$ cat src/rtl/scroll_scheduler.sv
// Scroll sequencer for the layer stack: 1 ms tick, LFSR-driven top-layer maps, init fill and per-request scroll.
// A request in idle gives layer_start two cycles later. Requests made while busy are held one deep.
module scroll_scheduler #(
  parameter int          CLKS_PER_MS  = 65000,
  parameter int          SCROLL_TICKS = 150,
  parameter int          NUM_LAYERS   = 5,
  parameter logic [15:0] LFSR_SEED    = 16'hACE1
) (
  input  logic        clk,
  input  logic        rst,
  input  logic        module_en,
  input  logic        scroll_req,
  output logic        one_ms_tick,
  output logic        layer_start,
  output logic        layer_load,
  output logic [6:0]  new_layer_map,
  output logic [6:0]  new_block_type,
  output logic        busy,
  output logic [15:0] scroll_count
);

  localparam int TW = (CLKS_PER_MS > 1) ? $clog2(CLKS_PER_MS) : 1;
  localparam int WW = (SCROLL_TICKS > 1) ? $clog2(SCROLL_TICKS) : 1;
  localparam int IW = (NUM_LAYERS > 1) ? $clog2(NUM_LAYERS) : 1;

  localparam logic [TW-1:0] TICK_MAX = TW'(CLKS_PER_MS - 1);
  localparam logic [WW-1:0] WAIT_MAX = WW'(SCROLL_TICKS - 1);
  localparam logic [IW-1:0] INIT_MAX = IW'(NUM_LAYERS - 1);

  localparam logic [2:0] S_INIT   = 3'd0;
  localparam logic [2:0] S_IDLE   = 3'd1;
  localparam logic [2:0] S_GEN    = 3'd2;
  localparam logic [2:0] S_START  = 3'd3;
  localparam logic [2:0] S_WAIT   = 3'd4;
  localparam logic [2:0] S_SETTLE = 3'd5;

  logic [2:0]    state_q, state_d;
  logic [TW-1:0] tick_cnt_q, tick_cnt_d;
  logic [15:0]   lfsr_q, lfsr_d;
  logic          pending_q, pending_d;
  logic [IW-1:0] init_cnt_q, init_cnt_d;
  logic [WW-1:0] wait_cnt_q, wait_cnt_d;
  logic          settle_q, settle_d;
  logic [6:0]    map_q, map_d;
  logic [6:0]    blk_q, blk_d;
  logic          load_q, load_d;
  logic          busy_q, busy_d;
  logic [15:0]   count_q, count_d;

  logic        tick;
  logic        gen;
  logic [15:0] lfsr_nxt;
  logic [6:0]  map_nxt;

  assign tick     = module_en && (tick_cnt_q == TICK_MAX);
  assign lfsr_nxt = {lfsr_q[14:0], lfsr_q[15] ^ lfsr_q[13] ^ lfsr_q[12] ^ lfsr_q[10]};
  // An all-zero map would leave the layer empty, so substitute a single centre block.
  assign map_nxt  = (lfsr_nxt[6:0] == 7'd0) ? 7'b0001000 : lfsr_nxt[6:0];

  always_comb begin
    state_d    = state_q;
    tick_cnt_d = tick_cnt_q;
    lfsr_d     = lfsr_q;
    pending_d  = pending_q;
    init_cnt_d = init_cnt_q;
    wait_cnt_d = wait_cnt_q;
    settle_d   = settle_q;
    map_d      = map_q;
    blk_d      = blk_q;
    load_d     = load_q;
    busy_d     = busy_q;
    count_d    = count_q;
    gen        = 1'b0;

    if (module_en) begin
      tick_cnt_d = tick ? '0 : tick_cnt_q + 1'b1;
      load_d     = 1'b0;
      if (scroll_req && busy_q) begin
        pending_d = 1'b1;
      end

      case (state_q)
        S_INIT: begin
          gen    = 1'b1;
          load_d = 1'b1;
          if (init_cnt_q == INIT_MAX) begin
            state_d = S_IDLE;
            busy_d  = 1'b0;
          end else begin
            init_cnt_d = init_cnt_q + 1'b1;
          end
        end
        S_IDLE: begin
          if (scroll_req || pending_q) begin
            state_d   = S_GEN;
            busy_d    = 1'b1;
            pending_d = 1'b0;
          end
        end
        S_GEN: begin
          gen     = 1'b1;
          state_d = S_START;
        end
        S_START: begin
          wait_cnt_d = '0;
          state_d    = S_WAIT;
        end
        S_WAIT: begin
          if (tick) begin
            if (wait_cnt_q == WAIT_MAX) begin
              state_d  = S_SETTLE;
              settle_d = 1'b0;
            end else begin
              wait_cnt_d = wait_cnt_q + 1'b1;
            end
          end
        end
        S_SETTLE: begin
          // Two cycles let every layer latch the map before the next request is taken.
          if (settle_q) begin
            state_d = S_IDLE;
            busy_d  = 1'b0;
            count_d = (count_q != 16'hFFFF) ? count_q + 16'd1 : count_q;
          end else begin
            settle_d = 1'b1;
          end
        end
        default: begin
          state_d = S_IDLE;
          busy_d  = 1'b0;
        end
      endcase

      if (gen) begin
        lfsr_d = lfsr_nxt;
        map_d  = map_nxt;
        blk_d  = lfsr_nxt[13:7] & map_nxt;
      end
    end
  end

  always_ff @(posedge clk or posedge rst) begin
    if (rst) begin
      state_q    <= S_INIT;
      tick_cnt_q <= '0;
      lfsr_q     <= LFSR_SEED;
      pending_q  <= 1'b0;
      init_cnt_q <= '0;
      wait_cnt_q <= '0;
      settle_q   <= 1'b0;
      map_q      <= '0;
      blk_q      <= '0;
      load_q     <= 1'b0;
      busy_q     <= 1'b1;
      count_q    <= '0;
    end else begin
      state_q    <= state_d;
      tick_cnt_q <= tick_cnt_d;
      lfsr_q     <= lfsr_d;
      pending_q  <= pending_d;
      init_cnt_q <= init_cnt_d;
      wait_cnt_q <= wait_cnt_d;
      settle_q   <= settle_d;
      map_q      <= map_d;
      blk_q      <= blk_d;
      load_q     <= load_d;
      busy_q     <= busy_d;
      count_q    <= count_d;
    end
  end

  assign one_ms_tick    = tick;
  assign layer_start    = module_en && (state_q == S_START);
  assign layer_load     = load_q;
  assign new_layer_map  = map_q;
  assign new_block_type = blk_q;
  assign busy           = busy_q;
  assign scroll_count   = count_q;

endmodule

$ cat config.mk
export PLATFORM = sky130hd
export DESIGN_NAME = scroll_scheduler
export DESIGN_NICKNAME = d
export VERILOG_FILES = /design/src/rtl/scroll_scheduler.sv
export SDC_FILE = /design/constraint.sdc
export NUM_CORES = 1
export LEC_CHECK = 0
export ABC_AREA = 1
export CORE_MARGIN = 2
export CORE_UTILIZATION = 25
export DETAILED_ROUTE_END_ITERATION = 8
export GPL_TIMING_DRIVEN = 0
export SLEW_MARGIN = 10
export SYNTH_ARGS = -nofsm -noshare
export SYNTH_HDL_FRONTEND = slang
export SYNTH_SLANG_ARGS = --single-unit
$ cat constraint.sdc
create_clock -name clk -period 7.3 [get_ports clk]
set_clock_uncertainty 0.2 [all_clocks]
set_input_delay 1.46 -clock clk [delete_from_list [all_inputs] [get_ports clk]]
set_output_delay 1.46 -clock clk [all_outputs]
set_load 0.01 [all_outputs]
After elaboration in Yosys (flattened, before gate mapping)

Cells that the tools add are included.

Output and inout port bits: 34
Register bits: 80

Equal/unequal tests: 15
Add/sub/neg operators: 4
Muxes and demuxes: 24
Reductions and logical operators: 17
Bitwise logic cells: 6

Operators with widths:

| operator                | count |
|---|---|
| $add A16 B1 Y16 const B | 2 |
| $pmux W3 S6             | 1 |
| $eq A16 B16 Y1 const B  | 1 |
| $mux W16                | 1 |
| $mux W8                 | 2 |
| $ne A16 B16 Y1 const B  | 1 |
| $pmux W8 S2             | 1 |
| $mux W3                 | 5 |
| $ne A2 B2 Y1 const B    | 6 |
| $reduce_and A4 Y1       | 3 |
| $mux W1                 | 11 |
| $eq A3 B3 Y1 const B    | 3 |
| $add A8 B1 Y8 const B   | 1 |
| $eq A8 B8 Y1 const B    | 1 |
| $and A7 B7 Y7           | 1 |
| $logic_not A7 Y1        | 1 |
| $mux W7                 | 1 |
| $eq A3 B2 Y1 const B    | 2 |
| $reduce_and A6 Y1       | 1 |
| $reduce_and A5 Y1       | 1 |
| $pmux W1 S4             | 1 |
| $reduce_bool A2 Y1      | 2 |
| $add A3 B1 Y3 const B   | 1 |
| $eq A3 B1 Y1 const B    | 1 |
| other kinds (10)        | 15 |

Depth between registers and ports, before layout

Gate-level depths: netlist of run 1.

Depth after elaboration: 6
Mapped depth: 11
Depth with buffers taken out: 11

Least setup slack after synthesis of run 1

Ideal clock, no wire load.

Path type: input-to-output
Start: input module_en
End: output layer_start
Cell stages on the path: 8
Arrival time: 2.225 ns
Setup slack: 3.415 ns
Cell sequence: nand2_1 > inv_1 > nand2_1 > nor2_1 > nand2_1 > nand2_2 > nand3_2 > nor2_1

Word-level cells in the longest chain between the ends: 1

RTL lines:

| what                | RTL line | source |
|---|---|---|
| from (decl)         | 11       | `input logic module_en,` |
| $logic_and A1 B1 Y1 | 173      | `assign layer_start = module_en && (state_q == S_START);` |
| to (decl)           | 14       | `output logic layer_start,` |

Every way passes these cells.

Final worst setup path of run 1

Same ends and word-level chain as after synthesis.

==> results of run 1 <==
[synth_stat cells]
cell and count:
nand3_1 26, nor2_1 63, clkbuf_1 4, o21ai_2 2
or2_2 1, nor3_1 7, nor2_4 2, xor2_2 1
xnor2_1 8, buf_6 2, buf_4 2, ha_1 6
xor2_1 8, o21bai_1 1, nand3b_1 1, inv_2 3
o21a_4 1, dfrtp_1 71, or2_1 1, nor2_2 3
o21ai_0 31, dfstp_2 9, nand4_1 15, nand3_2 3
nor3b_1 1, a41oi_1 1, inv_1 55, nand2b_1 1
nand2_2 2, a21oi_1 6, nand2_1 204, o21ai_1 1
buf_2 4
[logic make-up (layout without fill, tap and decap cells)]
| family | after synthesis | after routing | share of synthesized area (%) |
|---|---|---|---|
| AND/OR/NAND/NOR | 330 | 330 | 33.2 |
| AO/OA/AOI/OAI | 43 | 43 | 5.75 |
| adder cells (fa/ha/maj) | 6 | 6 | 1.81 |
| flip-flops | 80 | 80 | 48.5 |
| buffers and inverters | 70 | 124 | 6.99 |
| XOR/XNOR | 17 | 17 | 3.77 |
[worst paths after layout]
check                                  startpoint                            to  depth (start not counted)
min in group asynchronous                     rst  new_layer_map[1]$_DFFE_PP0P_                          2
setup reg to reg           state_q[1]$_DFFE_PP0P_     wait_cnt_q[5]$_DFFE_PP0P_                          8
max in group asynchronous                     rst              busy$_DFFE_PP1P_                          3
setup / recovery                        module_en                   layer_start                         10
hold reg to reg            lfsr_q[14]$_DFFE_PP0P_        lfsr_q[15]$_DFFE_PP1P_                          2
hold / removal             lfsr_q[14]$_DFFE_PP0P_        lfsr_q[15]$_DFFE_PP1P_                          2
[metrics by stage]
stage | instances | worst slack, ps
after floorplan | 546 | 3420
after global placement | 803 | 1970
after detailed placement | 804 | 1990
after CTS | 820 | 1980
after global routing | 820 | 1750
final | 820 | 2000
[power by group]
group          switching [uW]  internal (uW)
registers                91.7            568
logic                     276            193
clock network             199            244
total                     567           1010
[worst max-delay path, cell delays in order]
cell and delay [ps]:
clkdlybuf4s50_1 600, nand2_1 110, inv_1 100, nand2_1 60, nor2_1 80, nand2_1 140
nand2_2 130, nand3_2 200, nor2_1 190, clkdlybuf4s50_1 560
[registers in the layout (all words and copies together) (netlist names)]
name and cells:
lfsr_q 16, scroll_count 16, tick_cnt_q 16, wait_cnt_q 8, new_block_type 7, new_layer_map 7
init_cnt_q 3, state_q 3, busy 1, layer_load 1, pending_q 1, settle_q 1
[per-layer routing]
layer	vias up	track usage (%)
li1	1811	-
met1	1600	15.8
met2	50	16.7
met5	-	0
met4	0	5.20
met3	13	2.18
[area by class of cell]
cell class | count | area, um2 | area share [%]
buffer | 12 | 72.6 | 1.42
clock inverter | 6 | 51.3 | 1.00
timing repair buffer | 38 | 398 | 7.77
tap | 220 | 275 | 5.38
sequential | 80 | 2010 | 39.3
clock buffer | 10 | 239 | 4.67
multi-input combinational | 396 | 1850 | 36.1
inverter | 58 | 220 | 4.30
==> impl_metrics.py, run 1 <==
metrics = {
    "run_status": {
        "status": "finished clean",
    },
    "synth": {
        "synth_area_leader_cell": "dfrtp_1",
        "yosysWarnings": 0,
        "synth_cells": 546,
        "synth_top_area_share_pct": 42.8,
        "ys_seq_area_share_pct": 48.5,
        "synth.avg_cell_area_um2": 7.61,
        "syn_nets": 556,
        "syn_area_um2": 4150,
        "synth_seq_cells": 80,
        "synthDistinctLibCells": 33,
        "synthTopCellsByArea": "dfrtp_1 (43%), nand2_1 (18%), dfstp_2 (5.7%)",
    },
    "final_layout": {
        "drive_above_1_share_pct": 8.83,
        "final_cell_mix": "nand2_1 (204), dfrtp_1 (71), nor2_1 (63), inv_1 (54), clkdlybuf4s50_1 (37)",
        "nets": 605,
        "mostFrequentLayoutCell": "nand2_1",
        "final_area_um2": 5120,
        "syn2layout_area_growth_pct": 23.3,
        "diodes": 0,
        "final_util_pct": 31.2,
        "n_fill_cell": 1730,
    },
    "floorplan": {
        "die_area_um2": 17700,
        "num_rows": 47,
        "io_pins": 38,
        "die_y_um": 133,
        "core_area_um2": 16400,
        "start_util_pct": 25.3,
        "fp.dieW_um": 133,
    },
    "grt": {
        "grt_pass1_vias": 3287,
        "grt.total_usage_pct": 11.2,
        "overflow": 0,
        "grt_antenna_before_repair": 0,
        "grt_pass1_wl_um": 16000,
        "grt_max_degree": 53,
    },
    "pwr": {
        "ir_drop_uv": 183,
        "power_density_nw_per_um2": 307,
        "power_uw": 1570,
        "power_leakage_uw": 0.00244,
    },
    "sta": {
        "max_slew.worst_pin.slew_ps": 476,
        "tns_ps": 0,
        "fmax_mhz": 189,
        "hold_violations": 0,
        "whs_ps": 271,
        "maxSlewHeadroom_pct": 68.1,
        "setup_viol": 0,
        "period_share_pct": 72.5,
        "timing.final.crit_period_ps": 5300,
        "rsz0062_at_grt": "false",
        "final_max_slew_viol_count": 0,
    },
    "clock_network": {
        "cts_hold_buffers": 0,
        "cts_tree": "done",
        "clkTransAtPathRegs_ps": 60,
        "cts_buffers": 9,
        "root_buffer": "clkbuf_16",
        "htree_levels": 3,
        "ctsResizeCount": 0,
        "clk-insertion-delay-late_ps": 350,
        "post-cts-setup-buffer-count": 0,
        "clockBufferDepth": 2,
        "clock-sinks": 80,
    },
    "place": {
        "placed_cell_area_um2": 4830,
        "dp_hpwl_um": 6510,
        "gp_congestion": 0.817,
        "io_buffers": 37,
    },
    "worst_setup_path": {
        "worstPathArrival_ps": 3640,
        "cp_max_fo": 9,
        "required_ps": 5640,
        "endpoint_kind": "output port",
        "criticalPathCategory": "primary input to output port",
        "r2r_slack_ps": 5390,
        "critPathLaunchType": "primary input",
    },
    "routing": {
        "wirelength_um": 9310,
        "drc_errors": 0,
        "met2WireLength_um": 3950,
        "via_count": 3474,
        "dr.pass1.iters": 4,
        "vias_per_cell": 4.24,
        "drt_iter0_drc": 251,
        "ant_nets": 0,
        "met1_length_um": 4850,
        "top_layer": "met4",
        "wl_per_cell_um": 11.4,
        "dr_wl_met3_um": 325,
    },
    "hold_path": {
        "hold_path.class": "flip-flop to flip-flop",
    },
    "job": {
        "cap_viol_max_count": 0,
    },
}
Note: power is estimated with default switching activity, not from simulation.
==> run 2, diff against run 1 <==
==> constraint.sdc (replaced) <==
create_clock -name clk -period 4.6 [get_ports clk]
set_clock_uncertainty 0.2 [all_clocks]
set_input_delay 0.92 -clock clk [delete_from_list [all_inputs] [get_ports clk]]
set_output_delay 0.92 -clock clk [all_outputs]
set_load 0.01 [all_outputs]
==> results of run 2 <==
The final DEF is identical to that of run 1. Status: finished clean.
Among the figures that moved: setup slack after placement 1990 ps -> 366 ps; setup slack after layout 2000 ps -> 385 ps; register-to-register setup slack 5390 ps -> 2690 ps; total power 1570 uW -> 2490 uW; worst IR drop on VDD 183 uV -> 291 uV
==> run 3, diff against run 2 <==
--- a/config.mk
+++ b/config.mk
@@ -14,3 +14,4 @@
 export SYNTH_ARGS = -nofsm -noshare
 export SYNTH_HDL_FRONTEND = slang
 export SYNTH_SLANG_ARGS = --single-unit
+export TNS_END_PERCENT = 5
==> results of run 3 <==
The final DEF is identical to that of run 1. Status: finished clean.
Among the figures that moved: setup slack after placement 1990 ps -> 366 ps; setup slack after layout 2000 ps -> 385 ps; register-to-register setup slack 5390 ps -> 2690 ps; total power 1570 uW -> 2490 uW; worst IR drop on VDD 183 uV -> 291 uV
